### src/rtl/raster_pkg.sv
// Shared definitions for the raster engine: command codes, FSM states,
// framebuffer geometry and a coordinate clipping helper.
// Latency: n/a (definitions only). Backpressure: n/a.
package raster_pkg;

  localparam int FB_W    = 8;
  localparam int FB_H    = 8;
  localparam int COORD_W = 3;

  typedef enum logic [1:0] {
    CMD_CLEAR = 2'b00,
    CMD_PIXEL = 2'b01,
    CMD_LINE  = 2'b10,
    CMD_RECT  = 2'b11
  } cmd_e;

  typedef enum logic [2:0] {
    ST_IDLE  = 3'd0,
    ST_CLEAR = 3'd1,
    ST_PIXEL = 3'd2,
    ST_LINE  = 3'd3,
    ST_RECT  = 3'd4,
    ST_DONE  = 3'd5
  } state_e;

  // Map a command code onto the state that executes it.
  function automatic state_e cmd_to_state(input logic [1:0] c);
    state_e s;
    case (c)
      2'b00:   s = ST_CLEAR;
      2'b01:   s = ST_PIXEL;
      2'b10:   s = ST_LINE;
      default: s = ST_RECT;
    endcase
    return s;
  endfunction

  // Last coordinate covered by base..base+ext, saturating at the edge
  // of the framebuffer instead of wrapping.
  function automatic logic [COORD_W-1:0] clip_end(input logic [COORD_W-1:0] base,
                                                  input logic [COORD_W-1:0] ext);
    logic [COORD_W:0] sum;
    sum = {1'b0, base} + {1'b0, ext};
    return sum[COORD_W] ? {COORD_W{1'b1}} : sum[COORD_W-1:0];
  endfunction

endpackage

### src/rtl/line_stepper.sv
// Bresenham line walker: emits one pixel coordinate per cycle from the
// start point to the end point inclusive, in any octant.
// Latency: first point valid the cycle after load. Backpressure: none, steps every cycle.
// Ports: clk, rst_n (sync, active-low); load + x/y start/end in;
//        cur_x, cur_y, valid (point present), last (point is the end point) out.
module line_stepper
  import raster_pkg::*;
(
  input  logic               clk,
  input  logic               rst_n,
  input  logic               load,
  input  logic [COORD_W-1:0] x_start,
  input  logic [COORD_W-1:0] y_start,
  input  logic [COORD_W-1:0] x_end,
  input  logic [COORD_W-1:0] y_end,
  output logic [COORD_W-1:0] cur_x,
  output logic [COORD_W-1:0] cur_y,
  output logic               valid,
  output logic               last
);

  logic [COORD_W-1:0] xe_q, ye_q;
  logic signed [4:0]  dx_q, dy_q, err_q;   // dx >= 0, dy <= 0
  logic               sx_neg, sy_neg;

  logic signed [4:0]  ddx, ddy, adx, ady, err_nxt;
  logic signed [5:0]  e2, dx6, dy6;
  logic               step_x, step_y;

  always_comb begin
    ddx = $signed({2'b00, x_end}) - $signed({2'b00, x_start});
    ddy = $signed({2'b00, y_end}) - $signed({2'b00, y_start});
    adx = ddx[4] ? -ddx : ddx;
    ady = ddy[4] ? -ddy : ddy;
    e2  = {err_q, 1'b0};
    dx6 = {dx_q[4], dx_q};
    dy6 = {dy_q[4], dy_q};
    // Both tests use the same e2; equality advances the axis, so a tie
    // moves the minor coordinate.
    step_x  = (e2 >= dy6);
    step_y  = (e2 <= dx6);
    err_nxt = err_q + (step_x ? dy_q : 5'sd0) + (step_y ? dx_q : 5'sd0);
    last    = valid && (cur_x == xe_q) && (cur_y == ye_q);
  end

  always_ff @(posedge clk) begin
    if (!rst_n) begin
      valid  <= 1'b0;
      cur_x  <= '0;
      cur_y  <= '0;
      xe_q   <= '0;
      ye_q   <= '0;
      dx_q   <= '0;
      dy_q   <= '0;
      err_q  <= '0;
      sx_neg <= 1'b0;
      sy_neg <= 1'b0;
    end else if (load) begin
      valid  <= 1'b1;
      cur_x  <= x_start;
      cur_y  <= y_start;
      xe_q   <= x_end;
      ye_q   <= y_end;
      dx_q   <= adx;
      dy_q   <= -ady;
      err_q  <= adx - ady;
      sx_neg <= ddx[4];
      sy_neg <= ddy[4];
    end else if (valid) begin
      if (last) begin
        valid <= 1'b0;
      end else begin
        if (step_x) cur_x <= sx_neg ? cur_x - 3'd1 : cur_x + 3'd1;
        if (step_y) cur_y <= sy_neg ? cur_y - 3'd1 : cur_y + 3'd1;
        err_q <= err_nxt;
      end
    end
  end

endmodule

### src/rtl/raster_engine.sv
// 8x8 monochrome rasteriser: CLEAR, PIXEL, LINE and RECT commands drawn
// one pixel (or one row for CLEAR) per cycle into a 64-bit framebuffer.
// Latency: busy the cycle after accept, DONE one cycle after last write. Backpressure: commands while busy are dropped.
// Ports: clk, rst_n (sync, active-low); cmd_valid, cmd, x1/y1/x2/y2/width/height
//        command in; rd_row in, rd_data registered row out; busy, done, drop status.
module raster_engine
  import raster_pkg::*;
(
  input  logic       clk,
  input  logic       rst_n,
  input  logic       cmd_valid,
  input  logic [1:0] cmd,
  input  logic [2:0] x1,
  input  logic [2:0] y1,
  input  logic [2:0] x2,
  input  logic [2:0] y2,
  input  logic [2:0] width,
  input  logic [2:0] height,
  input  logic [2:0] rd_row,
  output logic [7:0] rd_data,
  output logic       busy,
  output logic       done,
  output logic       drop
);

  state_e state_q, state_d;
  logic   accept;

  logic [FB_W*FB_H-1:0] fb;

  // cx/cy walk RECT (and hold the PIXEL point); cy alone is the CLEAR row.
  logic [COORD_W-1:0] cx, cy, x_lo_q, x_hi_q, y_hi_q;

  logic [COORD_W-1:0] ln_x, ln_y;
  logic               ln_valid, ln_last;

  line_stepper u_line (
    .clk     (clk),
    .rst_n   (rst_n),
    .load    (accept && (cmd == CMD_LINE)),
    .x_start (x1),
    .y_start (y1),
    .x_end   (x2),
    .y_end   (y2),
    .cur_x   (ln_x),
    .cur_y   (ln_y),
    .valid   (ln_valid),
    .last    (ln_last)
  );

  always_ff @(posedge clk) begin
    if (!rst_n) state_q <= ST_IDLE;
    else        state_q <= state_d;
  end

  always_comb begin
    state_d = state_q;
    busy    = 1'b0;
    done    = 1'b0;
    drop    = 1'b0;
    accept  = 1'b0;
    case (state_q)
      ST_IDLE, ST_DONE: begin
        done    = (state_q == ST_DONE);
        accept  = cmd_valid;
        state_d = cmd_valid ? cmd_to_state(cmd) : ST_IDLE;
      end
      ST_CLEAR: begin
        busy = 1'b1;
        drop = cmd_valid;
        if (cy == 3'd7) state_d = ST_DONE;
      end
      ST_PIXEL: begin
        busy    = 1'b1;
        drop    = cmd_valid;
        state_d = ST_DONE;
      end
      ST_LINE: begin
        busy = 1'b1;
        drop = cmd_valid;
        // !ln_valid cannot occur in normal flow; leaving keeps the FSM safe.
        if (ln_last || !ln_valid) state_d = ST_DONE;
      end
      ST_RECT: begin
        busy = 1'b1;
        drop = cmd_valid;
        if ((cx == x_hi_q) && (cy == y_hi_q)) state_d = ST_DONE;
      end
      default: state_d = ST_IDLE;
    endcase
  end

  always_ff @(posedge clk) begin
    if (!rst_n) begin
      fb      <= '0;
      rd_data <= '0;
      cx      <= '0;
      cy      <= '0;
      x_lo_q  <= '0;
      x_hi_q  <= '0;
      y_hi_q  <= '0;
    end else begin
      // Reads see the framebuffer before this edge's write.
      rd_data <= fb[{rd_row, 3'b000} +: FB_W];

      if (accept) begin
        cx     <= x1;
        cy     <= (cmd == CMD_CLEAR) ? 3'd0 : y1;
        x_lo_q <= x1;
        x_hi_q <= clip_end(x1, width);
        y_hi_q <= clip_end(y1, height);
      end

      case (state_q)
        ST_CLEAR: begin
          fb[{cy, 3'b000} +: FB_W] <= '0;
          cy <= cy + 3'd1;
        end
        ST_PIXEL: fb[{cy, cx}] <= 1'b1;
        ST_LINE:  if (ln_valid) fb[{ln_y, ln_x}] <= 1'b1;
        ST_RECT: begin
          fb[{cy, cx}] <= 1'b1;
          if (cx == x_hi_q) begin
            cx <= x_lo_q;
            cy <= cy + 3'd1;
          end else begin
            cx <= cx + 3'd1;
          end
        end
        default: ;
      endcase
    end
  end

endmodule

### config.mk
export PLATFORM = sky130hd
export DESIGN_NAME = raster_engine
export DESIGN_NICKNAME = d
export VERILOG_FILES = /design/src/rtl/raster_pkg.sv /design/src/rtl/line_stepper.sv /design/src/rtl/raster_engine.sv
export SDC_FILE = /design/constraint.sdc
export NUM_CORES = 1
export LEC_CHECK = 0
export CORE_ASPECT_RATIO = 0.8
export CORE_UTILIZATION = 55
export CTS_CLUSTER_SIZE = 25
export DETAILED_ROUTE_END_ITERATION = 7
export PLACE_DENSITY = 0.77
export SLEW_MARGIN = 20
export SYNTH_ARGS = -nofsm -noshare
export SYNTH_HDL_FRONTEND = slang
export SYNTH_HIERARCHICAL = 1
export SYNTH_SLANG_ARGS = --single-unit
### constraint.sdc
create_clock -name clk -period 3.52 [get_ports clk]
set_input_delay 1.056 -clock clk [delete_from_list [all_inputs] [get_ports clk]]
set_output_delay 1.056 -clock clk [all_outputs]
set_load 0.005 [all_outputs]
==> reports/results.ini <==
[grt]
grt_pass1_wl_mm = 33.7
use_met3_pct = 7.96
antenna_found_initial = 0
grt-ovfl-total = 0
busiest_layer = met2
grt_max_degree = 26
met2_usage_pct = 47.8
met1_usage_pct = 40.6
grtUsageTotal_pct = 30.7
grt_pass1_vias = 6525

[sta]
relSlewSlack_pct = 39.5
setup_viol = 0
rsz0062_at_grt = no
fin_setup_tns_ps = 0
hold_slack_ps = 467
hold_violations = 0
period_share_pct = 96.8
worst-slew-pin-transition_ps = 905
maxSlewViolCount = 0
fin_crit_ps = 3410
fin_skew_ps = 8.06
max_freq_mhz = 294

[synth]
synth.area.top_cells = dfxtp_1, ha_1, a22oi_1, mux4_2, nor2_1
synth-edff-count = 0
yosysWarnings = 6
avgSynthCellArea_um2 = 9.11
synth.most_common_cell = dfxtp_1
syn_nets = 918
synth_cell_types = 79
synth_cells = 840
synth-seq-cells = 120
synth.cell_area_um2 = 7650
dominantRegCellSynth = dfxtp_1
yosysTopAreaCell = dfxtp_1
synth.top_cell.area_share_pct = 31.4
yosys-top-cells-count = dfxtp_1, nor2_1, inv_1
async_flop_share_pct = 0
ys_seq_area_share_pct = 31.4

[power]
total_power_mw = 5.69
peakVddDrop_mv = 0.424
cellLeakagePower_nw = 3.52
power_density_nw_per_um2 = 626

[clocking]
clkSinkCount = 120
cts_buffers = 17
cts.path.max_buffers = 2
htree_levels = 4
cts_tree = done
clock_latency_ps = 430
postCtsHoldBufs = 0
clk_pin_slew_ps = 60
root_buffer = clkbuf_16

[placed_design]
placedCellCount = 1052
io_buffer_count = 36
place_hpwl_mm = 15.4
finalWeightedCongestion = 0.943

[worst_setup_path]
critPathRequiredTime_ps = 3850
start_kind = primary input
worst_ep_arrival_time_ps = 3740
rr_worst_depth = 15
path_class = primary input to register
crit_fanout = 2
end_kind = register

[detailed_routing]
drc_errors = 0
viasPerCell = 6.23
antenna_left = 0
vias = 6821
wl_mm = 21.3
wl_per_cell_um = 19.5
drt-pass1-iter-count = 5
drt_iter0_markers = 802

[hold_path]
whs_path_depth = 1
hp-class = register to register

[floorplan]
die_h_um = 107
dieArea_um2 = 14400
ios = 37
row_count = 38
initial_core_util_pct = 56.5
design.core.area_um2 = 13600
die_w_um = 134

[layout]
instances_no_fill = 1095
fin_util_pct = 67.1
syn2layout_area_growth_pct = 18.8
antenna_cells = 0
num-nets-final = 982
drive_above_1_share_pct = 18.6

[job]
max_cap_violations = 0

[outcome]
status = finished clean

layer usage:
layer,wire length [µm],vias to the layer above,share of wire (%)
met5,0,-,0
met4,465,0,2.2
met3,1980,42,9.3
met2,9690,330,45
met1,9190,3286,43
li1,-,3163,-
worst max-delay path, stage by stage:
cell             delay, ps
clkdlybuf4s15_1        230
ha_2                   200
inv_1                   60
fa_1                   590
inv_2                   70
ha_4                   160
nor3_2                 110
xor2_1                 210
ha_1                   270
nor2b_2                170
buf_4                  120
buf_4                  120
buf_4                  120
o32ai_1                260
cells by family after synthesis:
kind of cell | count (synthesis) | synth area share [%]
xor gates and xnor gates | 31 | 4.07
and+or+nand+nor | 259 | 17.8
muxes | 39 | 7.77
DFF | 120 | 31.4
AOI/OAI and AO/OA | 235 | 23.6
adders and majority gates | 52 | 9.68
buffers and inverters | 104 | 5.67
what timing repair did:
action	in CTS	in global routing
setup buffers	5	8
endpoints found under the setup margin	2	3
pin swaps	6	11
gates resized for setup	13	16
gates cloned	0	0
final cells by class:
cell class | count | area [µm²]
repair buffers | 92 | 792
flip-flops and latches | 120 | 2400
clock inverters | 8 | 72.6
fillers | 1045 | 4460
well taps | 180 | 225
inverters | 57 | 214
multi-input cells | 616 | 4900
clock buffers | 22 | 484
cell usage in the layout, fill, tap and decap left out, types with 12 or more instances in the layout:
cell               n
a21oi_1           35
mux2i_1           19
a22oi_1           49
nor2b_1           27
o21a_1            31
nor2_1            92
xnor2_1           17
clkbuf_16         17
o21bai_1          21
buf_4             56
mux4_2            16
nand2_1           38
dfxtp_1          119
o22ai_1           17
nor3_1            12
ha_1              35
inv_1             51
clkdlybuf4s50_1   29
power breakdown:
part | switching [mW] | internal (mW) | leakage, nW
logic | 1.35 | 0.937 | 2.28
registers | 0.265 | 1.48 | 0.973
clock network | 0.626 | 1.03 | 0.270
total | 2.24 | 3.45 | 3.52
flip-flops by register name, summed over array words and instances, names as in the netlist, 5 cells and up:
name          count
fb               64
rd_data           8
u_line/dx_q       5
u_line/dy_q       5
u_line/err_q      5
worst paths after layout:
kind	from	endpoint	slack [ps]
max	y1[0]	u_line/err_q[2]	110
min	fb[26]	fb[26]	470
max reg2reg	u_line/dy_q[4]	u_line/err_q[4]	170
min reg2reg	fb[26]	fb[26]	470
through the flow:
| stage | setup WS, ps | instance area [µm²] |
|---|---|---|
| finish | 114 | 9090 |
| global route | 0.237 | 9090 |
| CTS | 15.2 | 8970 |
| detailed placement | -669 | 8360 |
| global placement | -544 | 8360 |
| floorplan | 14.1 | 7670 |
(Power assumes the default switching activity.)
